===== src/rtl/md5_pkg.sv =====
// Shared MD5 constants: block geometry, padding marker, pad-FSM state encoding
// and the helper that maps a byte slot to its bit position in the block.
package md5_pkg;

   localparam int          MD5_BLOCK_W    = 512;
   localparam int          MD5_MAX_SINGLE = 55;
   localparam logic [7:0]  MD5_PAD_BYTE   = 8'h80;

   localparam logic [1:0]  ST_COLLECT = 2'd0;
   localparam logic [1:0]  ST_PAD     = 2'd1;
   localparam logic [1:0]  ST_OUT     = 2'd2;
   localparam logic [1:0]  ST_DROP    = 2'd3;

   // Byte k of the block lives at [511-8k -: 8]; return the LSB of that slot.
   function automatic logic [8:0] byte_slot_lsb(input logic [5:0] idx);
      return 9'd504 - {idx, 3'b000};
   endfunction

endpackage


===== src/rtl/md5_msg_pad.sv =====
// Collects a byte stream into a single 512-bit MD5 block, applies the 0x80
// marker and little-endian bit length, then offers the block via valid/ready.
import md5_pkg::*;

module md5_msg_pad #(
   parameter int MAX_LEN = MD5_MAX_SINGLE
) (
   input  logic                   clk,
   input  logic                   reset,
   input  logic [7:0]             in_data,
   input  logic                   in_valid,
   input  logic                   in_last,
   output logic                   in_ready,
   output logic [MD5_BLOCK_W-1:0] mesg,
   output logic                   mesg_valid,
   input  logic                   mesg_ready,
   output logic [5:0]             msg_len,
   output logic                   err_ovf
);

   localparam logic [5:0] MAX_CNT = 6'(MAX_LEN);

   logic [1:0]             state_q, state_d;
   logic [MD5_BLOCK_W-1:0] buf_q, buf_d;
   logic [5:0]             count_q, count_d;
   logic                   ovf_q, ovf_d;
   logic                   accept;
   logic [15:0]            len_bits;

   assign len_bits = {7'd0, count_q, 3'b000};

   always_comb begin
      state_d  = state_q;
      buf_d    = buf_q;
      count_d  = count_q;
      ovf_d    = ovf_q;
      in_ready = (state_q == ST_COLLECT) && !reset;
      accept   = in_valid && in_ready;
      case (state_q)
         ST_COLLECT: begin
            if (accept) begin
               // Bytes beyond MAX_LEN are swallowed; the message is dropped on its last byte.
               if (count_q < MAX_CNT) begin
                  buf_d[byte_slot_lsb(count_q) +: 8] = in_data;
                  count_d = count_q + 6'd1;
               end else begin
                  ovf_d = 1'b1;
               end
               if (in_last) begin
                  state_d = (ovf_q || count_q == MAX_CNT) ? ST_DROP : ST_PAD;
               end
            end
         end
         ST_PAD: begin
            buf_d[byte_slot_lsb(count_q) +: 8] = MD5_PAD_BYTE;
            buf_d[byte_slot_lsb(6'd56) +: 8]   = len_bits[7:0];
            buf_d[byte_slot_lsb(6'd57) +: 8]   = len_bits[15:8];
            state_d = ST_OUT;
         end
         ST_OUT: begin
            if (mesg_ready) begin
               buf_d   = '0;
               count_d = '0;
               state_d = ST_COLLECT;
            end
         end
         default: begin
            buf_d   = '0;
            count_d = '0;
            ovf_d   = 1'b0;
            state_d = ST_COLLECT;
         end
      endcase
   end

   always_ff @(posedge clk) begin
      if (reset) begin
         state_q <= ST_COLLECT;
         buf_q   <= '0;
         count_q <= '0;
         ovf_q   <= 1'b0;
      end else begin
         state_q <= state_d;
         buf_q   <= buf_d;
         count_q <= count_d;
         ovf_q   <= ovf_d;
      end
   end

   // Block and length are only exposed while offered, so partial data never leaks.
   assign mesg_valid = (state_q == ST_OUT);
   assign mesg       = mesg_valid ? buf_q : '0;
   assign msg_len    = mesg_valid ? count_q : 6'd0;
   assign err_ovf    = (state_q == ST_DROP);

endmodule


===== config.mk =====
export PLATFORM = sky130hd
export DESIGN_NAME = md5_msg_pad
export DESIGN_NICKNAME = d
export VERILOG_FILES = /design/src/rtl/md5_pkg.sv /design/src/rtl/md5_msg_pad.sv
export SDC_FILE = /design/constraint.sdc
export NUM_CORES = 1
export LEC_CHECK = 0
export BUFFER_PORTS_ARGS = -buffer_cell sky130_fd_sc_hd__buf_2
export CORE_MARGIN = 2
export CORE_UTILIZATION = 47
export CTS_CLUSTER_DIAMETER = 200
export CTS_CLUSTER_SIZE = 25
export DETAILED_ROUTE_END_ITERATION = 8
export GPL_TIMING_DRIVEN = 0
export PLACE_DENSITY_LB_ADDON = 0.15
export REMOVE_ABC_BUFFERS = 1
export SETUP_SLACK_MARGIN = 0.15
export SYNTH_ARGS = -nofsm -noshare
export SYNTH_HDL_FRONTEND = slang
export SYNTH_SLANG_ARGS = --single-unit

===== constraint.sdc =====
create_clock -name clk -period 3.33 [get_ports clk]
set_input_delay 0.4995 -clock clk [delete_from_list [all_inputs] [get_ports clk]]
set_output_delay 0.4995 -clock clk [all_outputs]
set_load 0.02 [all_outputs]

After elaboration in Yosys (flattened, before gate mapping)
Cells that the tools add are included.

word-level totals
  bits in registers = 521
  bits of input ports = 13
  output and inout bits = 521
  logic and storage cells = 52

cells by class
  add/sub/neg operators = 3
  order comparisons = 1
  equality and inequality tests = 9
  shift-type cells = 3
  mux-type cells = 20
  bitwise logic cells = 2
  reduce and logical (&&, ||, !) cells = 10

operators by type and width
  kind                       count
  $mux 512                   4
  $pmux 512 s3               1
  $bwmux 512                 2
  $shift 8x11->512 const A   1
  $shiftx 8x11->512          1
  $shiftx 8x11->512 const A  1
  $mux 6                     4
  $pmux 6 s3                 1
  $neg 9->11                 1
  $reduce_and 3->1           3
  $sub 9x9->9 const A        1
  $mux 2                     4
  $add 6x1->6 const B        1
  $eq 6x6->1 const B         1
  $lt 6x6->1 const B         1
  $ne 2x2->1 const B         3
  $pmux 2 s3                 1
  $eq 2x2->1 const B         2
  $ne 2x1->1 const B         2
  $reduce_and 4->1           1
  $eq 2x1->1 const B         1
  $logic_and 1x1->1          2
  $logic_not 2->1            1
  $mux 1                     2
  5 further kinds            6

Depth between registers and ports, before layout
  depth in word-level cells = 7
  mapped depth = 13
  mapped depth without buffers = 7

Worst setup path after synthesis
Ideal clock, no wire load.

  path kind = reg-to-reg
  start point = register count_q[0]
  end point = register buf_q[368]
  setup time = 59 ps
  arrival time = 3,035 ps
  data required time = 3,271 ps
  slack = 237 ps
  stages on the path, launching flop included = 12
  path buffers = 4
  clock period less this slack = 3,093 ps
  cells stage by stage = dfxtp_1 > buf_2 > clkbuf_1 > inv_1 > clkbuf_1 > ha_1 > clkbuf_1 > or4b_4 > o31ai_2 > nand4_4 > or4_4 > a2bb2o_1

between the ends
  word-level cells in the longest chain between the ends = 7
  elaborated cells on any way between the ends = 13
  those cells by class = 2 x add/sub; 1 x order compare; 1 x eq/ne; 3 x shift; 5 x mux; 1 x reduce/logical

ends and longest elaborated chain
  what                                                   RTL line                              RTL
  start, declared                                        md5_msg_pad.sv:25                     logic [5:0] count_q, count_d;
  start signal, assigned                                 md5_msg_pad.sv:85                     count_q <= count_d;
  $sub 9x9->9                                            md5_pkg.sv:16                         return 9'd504 - {idx, 3'b000};
  $neg 9->11                                             md5_msg_pad.sv:44, md5_msg_pad.sv:55
  $shiftx 8x11->512 or $shift 8x11->512 (tied branches)  md5_msg_pad.sv:44, md5_msg_pad.sv:55
  $bwmux 512                                             md5_msg_pad.sv:44                     buf_d[byte_slot_lsb(count_q) +: 8] = in_data;
  $mux 512                                               md5_msg_pad.sv:43                     if (count_q < MAX_CNT) begin
  $mux 512                                               md5_msg_pad.sv:41                     if (accept) begin
  $pmux 512 s3                                           md5_msg_pad.sv:39                     case (state_q)
  end signal, assigned                                   md5_msg_pad.sv:84                     buf_q <= buf_d;
  end, declared                                          md5_msg_pad.sv:24                     logic [MD5_BLOCK_W-1:0] buf_q, buf_d;

Parallel ways exist; a longest one is shown, timed or not. The select of a mux whose other input is x is not followed.
A chain may end at the register's enable or synchronous reset.

Worst setup path after layout
  start point = register count_q[3]
  end point = register buf_q[337]

The elaborated chain is that of the path after synthesis.

==> run_summary.xml <==
<?xml version="1.0" encoding="UTF-8"?>
<metrics>
  <group name="global_routing">
    <metric name="grt_use_total" unit="%">33.2</metric>
    <metric name="globalRouteOverflowTotal" unit="">0</metric>
    <metric name="first_global_vias" unit="">21700</metric>
    <metric name="grt_antenna_before_repair" unit="">2</metric>
    <metric name="largest_net_degree_at_the_start_of_global_routing" unit="">126</metric>
    <metric name="global_route_wire_length_before_repair" unit="µm">137000</metric>
  </group>
  <group name="setup_path">
    <metric name="register_to_register_path_depth" unit="">5</metric>
    <metric name="cp_max_fo" unit="">31</metric>
    <metric name="cp_common_cell" unit="">nand4_1</metric>
    <metric name="cp_slowest_cell" unit="">dfxtp_2</metric>
    <metric name="beginning_of_the_worst_register_to_register_path" unit="">count_q[3]</metric>
    <metric name="setup.reg_to_reg.worst_slack" unit="ns">0.13</metric>
    <metric name="critPathRequiredTime" unit="ns">3.83</metric>
    <metric name="worst_setup_path_end_kind" unit="">flop</metric>
    <metric name="timing.critical_path.slowest_cell_delay" unit="ns">0.75</metric>
    <metric name="cp-start-kind" unit="">flop</metric>
    <metric name="critPathArrivalTime" unit="ns">3.70</metric>
    <metric name="crit_type" unit="">flop to flop</metric>
    <metric name="regToRegEndpoint" unit="">buf_q[337]</metric>
    <metric name="worstPathCellList" unit="">nand4_1 &gt; o32ai_1 &gt; or2_4 &gt; nand4_1 &gt; o21ai_0</metric>
  </group>
  <group name="timing">
    <metric name="worst-slew-pin-transition" unit="ns">1.32</metric>
    <metric name="grt_setup_unrepaired" unit="">yes</metric>
    <metric name="final.period_utilization" unit="%">96.0</metric>
    <metric name="fin_crit" unit="ns">3.20</metric>
    <metric name="final_setup_margin" unit="ns">0.134</metric>
    <metric name="timing.setup.tns" unit="ns">0</metric>
    <metric name="fmaxAchievable" unit="MHz">313</metric>
    <metric name="clock_skew" unit="ns">0.0401</metric>
    <metric name="fin_worst_hold_slack" unit="ns">0.308</metric>
    <metric name="timing_max_transition_violations_final" unit="">0</metric>
    <metric name="relSlewSlack" unit="%">12.0</metric>
    <metric name="final_hold_viol_count" unit="">0</metric>
    <metric name="timing.final.setup_violations" unit="">0</metric>
  </group>
  <group name="synth">
    <metric name="synth_top_flop_cell" unit="">dfxtp_1</metric>
    <metric name="synth_compound_gate_area_share" unit="%">23.5</metric>
    <metric name="netlist_instances" unit="">2729</metric>
    <metric name="yosys.area_share.adder" unit="%">0.419</metric>
    <metric name="syn-mean-instance-area" unit="µm²">8.76</metric>
    <metric name="synth_async_sr_flop_share" unit="%">0</metric>
    <metric name="yosys_warnings" unit="">0</metric>
    <metric name="synth_sequential_area_ratio" unit="%">43.6</metric>
    <metric name="dominant_combinational_cell_family_by_area_after_synthesis" unit="">simple AND/OR/NAND/NOR gates</metric>
    <metric name="synth.area.mux_share" unit="%">0.340</metric>
    <metric name="fraction_of_the_mapped_netlist_area_in_simple_logic_gates" unit="%">26.9</metric>
    <metric name="synth_edf_count" unit="">0</metric>
    <metric name="synthesis.area" unit="µm²">23900</metric>
    <metric name="synth.lib_cells_used.distinct" unit="">89</metric>
    <metric name="synth_xor_area_share" unit="%">0.251</metric>
    <metric name="postSynthRegisterBits" unit="">521</metric>
  </group>
  <group name="run">
    <metric name="maxCapViolCount" unit="">0</metric>
  </group>
  <group name="detailed_routing">
    <metric name="drt-vias-per-instance" unit="">6.16</metric>
    <metric name="detail_route.drc_violations" unit="">0</metric>
    <metric name="detailedRoute.firstIterationViolations" unit="">2307</metric>
    <metric name="vias_after_detailed_routing" unit="">23200</metric>
    <metric name="detail_route.wl_per_cell" unit="µm">24.9</metric>
    <metric name="finalWirelength" unit="µm">93800</metric>
    <metric name="drtPass1Iterations" unit="">5</metric>
    <metric name="drt.antenna.violating_nets" unit="">0</metric>
  </group>
  <group name="die">
    <metric name="die_x" unit="µm">230</metric>
    <metric name="core-area" unit="µm²">50200</metric>
    <metric name="core.rowCount" unit="">82</metric>
    <metric name="top_level_ports" unit="">534</metric>
    <metric name="die_h" unit="µm">230</metric>
    <metric name="start_util" unit="%">47.7</metric>
    <metric name="design.die.area" unit="µm²">52700</metric>
  </group>
  <group name="power_and_ir_drop">
    <metric name="combinationalPowerShare" unit="%">34.1</metric>
    <metric name="cellLeakagePower" unit="nW">11.8</metric>
    <metric name="cellPowerDensity" unit="nW/µm²">524</metric>
    <metric name="internal_power" unit="mW">8.90</metric>
    <metric name="seqPwrFrac" unit="%">42.6</metric>
    <metric name="vdd_ir_drop_max" unit="mV">0.312</metric>
    <metric name="p_sw" unit="mW">6.07</metric>
    <metric name="power.clock.fraction" unit="%">23.3</metric>
    <metric name="switching_share" unit="%">40.5</metric>
  </group>
  <group name="finish">
    <metric name="syn2layout_area_growth" unit="%">19.5</metric>
    <metric name="final_net_count" unit="">3109</metric>
    <metric name="final_core_utilization" unit="%">57.0</metric>
    <metric name="most_common_library_cell_in_the_layout_ignoring_fill_and_taps" unit="">and2_1</metric>
    <metric name="top_library_cells_by_usage_in_the_layout_fill_and_taps_aside" unit="">547 x and2_1, 532 x buf_2, 515 x dfxtp_1, 208 x a21oi_1, 151 x a22o_1</metric>
    <metric name="fillCellCount" unit="">4601</metric>
    <metric name="post_route_cells_drive_above_1_share" unit="%">24.7</metric>
    <metric name="antennaDiodeCount" unit="">0</metric>
  </group>
  <group name="min_path">
    <metric name="holdPathEnd" unit="">buf_q[256]</metric>
    <metric name="min_from" unit="">in_data[0]</metric>
    <metric name="min-delay-path-class" unit="">input pin to flop</metric>
    <metric name="worstHoldPathCells" unit="">3</metric>
  </group>
  <group name="placed_design">
    <metric name="placement.io_buffers" unit="">533</metric>
    <metric name="post-dp-hpwl" unit="µm">62200</metric>
    <metric name="pre_cts_slack" unit="ns">-2.21</metric>
    <metric name="gp_congestion" unit="">0.910</metric>
  </group>
  <group name="clock_tree">
    <metric name="clock_latency_reported_for_the_late_side_of_the_worst_skew_pair" unit="ns">0.61</metric>
    <metric name="cts.sinks" unit="">521</metric>
    <metric name="clock-root-buffer" unit="">clkbuf_16</metric>
    <metric name="h-tree-depth" unit="">1</metric>
    <metric name="cts_max_path_buffers" unit="">3</metric>
    <metric name="clock_transition_at_the_registers_of_the_reported_paths" unit="ns">0.11</metric>
    <metric name="ctsHoldBuffers" unit="">0</metric>
    <metric name="cts_made_buffers" unit="">24</metric>
    <metric name="tritoncts_clock_tree" unit="">done</metric>
  </group>
  <group name="run_status">
    <metric name="outcome" unit="">finished, final reports clean</metric>
  </group>
</metrics>
[sequential cells by signal (all words and copies together), names as in the netlist]
signal and flops:
count_q 6, state_q 2, ovf_q 1, buf_q 512
[stage by stage]
step                power, mW  cell area (µm²)  std cells
floorplan                8.51            22800       2458
global placement         9.63            26300       3663
detailed placement       10.9            27000       3690
CTS                      14.7            28300       3744
global route             15.5            28600       3760
finish                   15.0            28600       3760
[worst max-delay path by stage]
| stage | start | endpoint | slack, ns |
|---|---|---|---|
| global placement | state_q[0] | buf_q[78] | -14.76 |
| finish | count_q[3] | buf_q[337] | 0.13 |
| CTS | count_q[2] | buf_q[509] | 0.06 |
| detailed placement | count_q[0] | buf_q[403] | -2.21 |
| global route | count_q[3] | buf_q[125] | 0.05 |
| floorplan | state_q[0] | buf_q[344] | -7.87 |
[power groups by stage]
stage               clock (mW)  sequential [mW]  combinational [mW]
finish                    3.49             6.38                5.11
floorplan                    0             6.49                2.01
detailed placement           0             6.52                4.37
global placement             0             6.53                3.10
CTS                       3.51             6.39                4.76
global route              3.71             6.38                5.36
[cell usage after synthesis, drive strengths merged, types with 4 or more instances]
library cell / count / share of area [%]
inv: 20 / 0.31
o2bb2ai: 21 / 0.77
or3: 10 / 0.28
o21ai: 155 / 3.3
a311oi: 4 / 0.15
nand3b: 9 / 0.28
mux2i: 7 / 0.29
a32o: 32 / 1.3
o22ai: 7 / 0.18
nor3b: 4 / 0.15
nand2b: 28 / 0.73
a21o: 5 / 0.16
nor2b: 16 / 0.42
buf: 75 / 1.6
clkbuf: 196 / 3.1
or4: 7 / 0.24
and2: 547 / 14
nor2: 55 / 0.86
and3: 8 / 0.21
nor4: 43 / 1.7
nor3: 58 / 1.4
nand3: 151 / 3.2
ha: 8 / 0.42
a211oi: 39 / 1.2
a22o: 151 / 5.5
o32ai: 5 / 0.18
xnor2: 5 / 0.21
nand2: 84 / 1.3
o31ai: 16 / 0.58
o211ai: 107 / 3.4
dfxtp: 521 / 44
o21bai: 6 / 0.19
a2111oi: 5 / 0.24
or2: 6 / 0.16
a2bb2o: 7 / 0.29
nand4: 33 / 0.93
a21oi: 226 / 4.8
[worst max-delay path: cells and delay by family, from the launching register on]
kind            cells  cell delay, ns
flops               1            0.75
compound gates      2            0.85
simple gates        3            1.46
[layer usage]
layer  GRT usage (%)  vias up  part of all wire [%]
li1                -    10500                     -
met1            44.3    11300                    41
met2            54.2     1164                    46
met3            6.10      177                   8.8
met4            10.9        2                   3.4
met5               0        -                0.0085
[final cells by class]
cell class	count	area, µm²	area share [%]
inverter	21	82.6	0.289
sequential	521	10400	36.5
tap	672	841	2.94
multi-input combinational	1921	12900	45.2
timing repair buffer	599	3640	12.7
clock inverter	1	30.0	0.105
clock buffer	25	626	2.19
[cells by family after synthesis]
| group | count (synthesis) |
|---|---|
| adder cells (fa/ha/maj) | 8 |
| multiplexers | 8 |
| AO/OA/AOI/OAI | 819 |
| flip-flops | 521 |
| buffers and inverters | 292 |
| AND/OR/NAND/NOR | 1075 |
| XOR/XNOR | 6 |
[repair_timing]
action                     4_1_cts  5_1_grt
cloned                           3        3
pin swaps                        8        3
gates resized for setup         57       31
setup endpoints to repair      625      321
buffers inserted                25       12
Power figures use the tool's default switching activity.
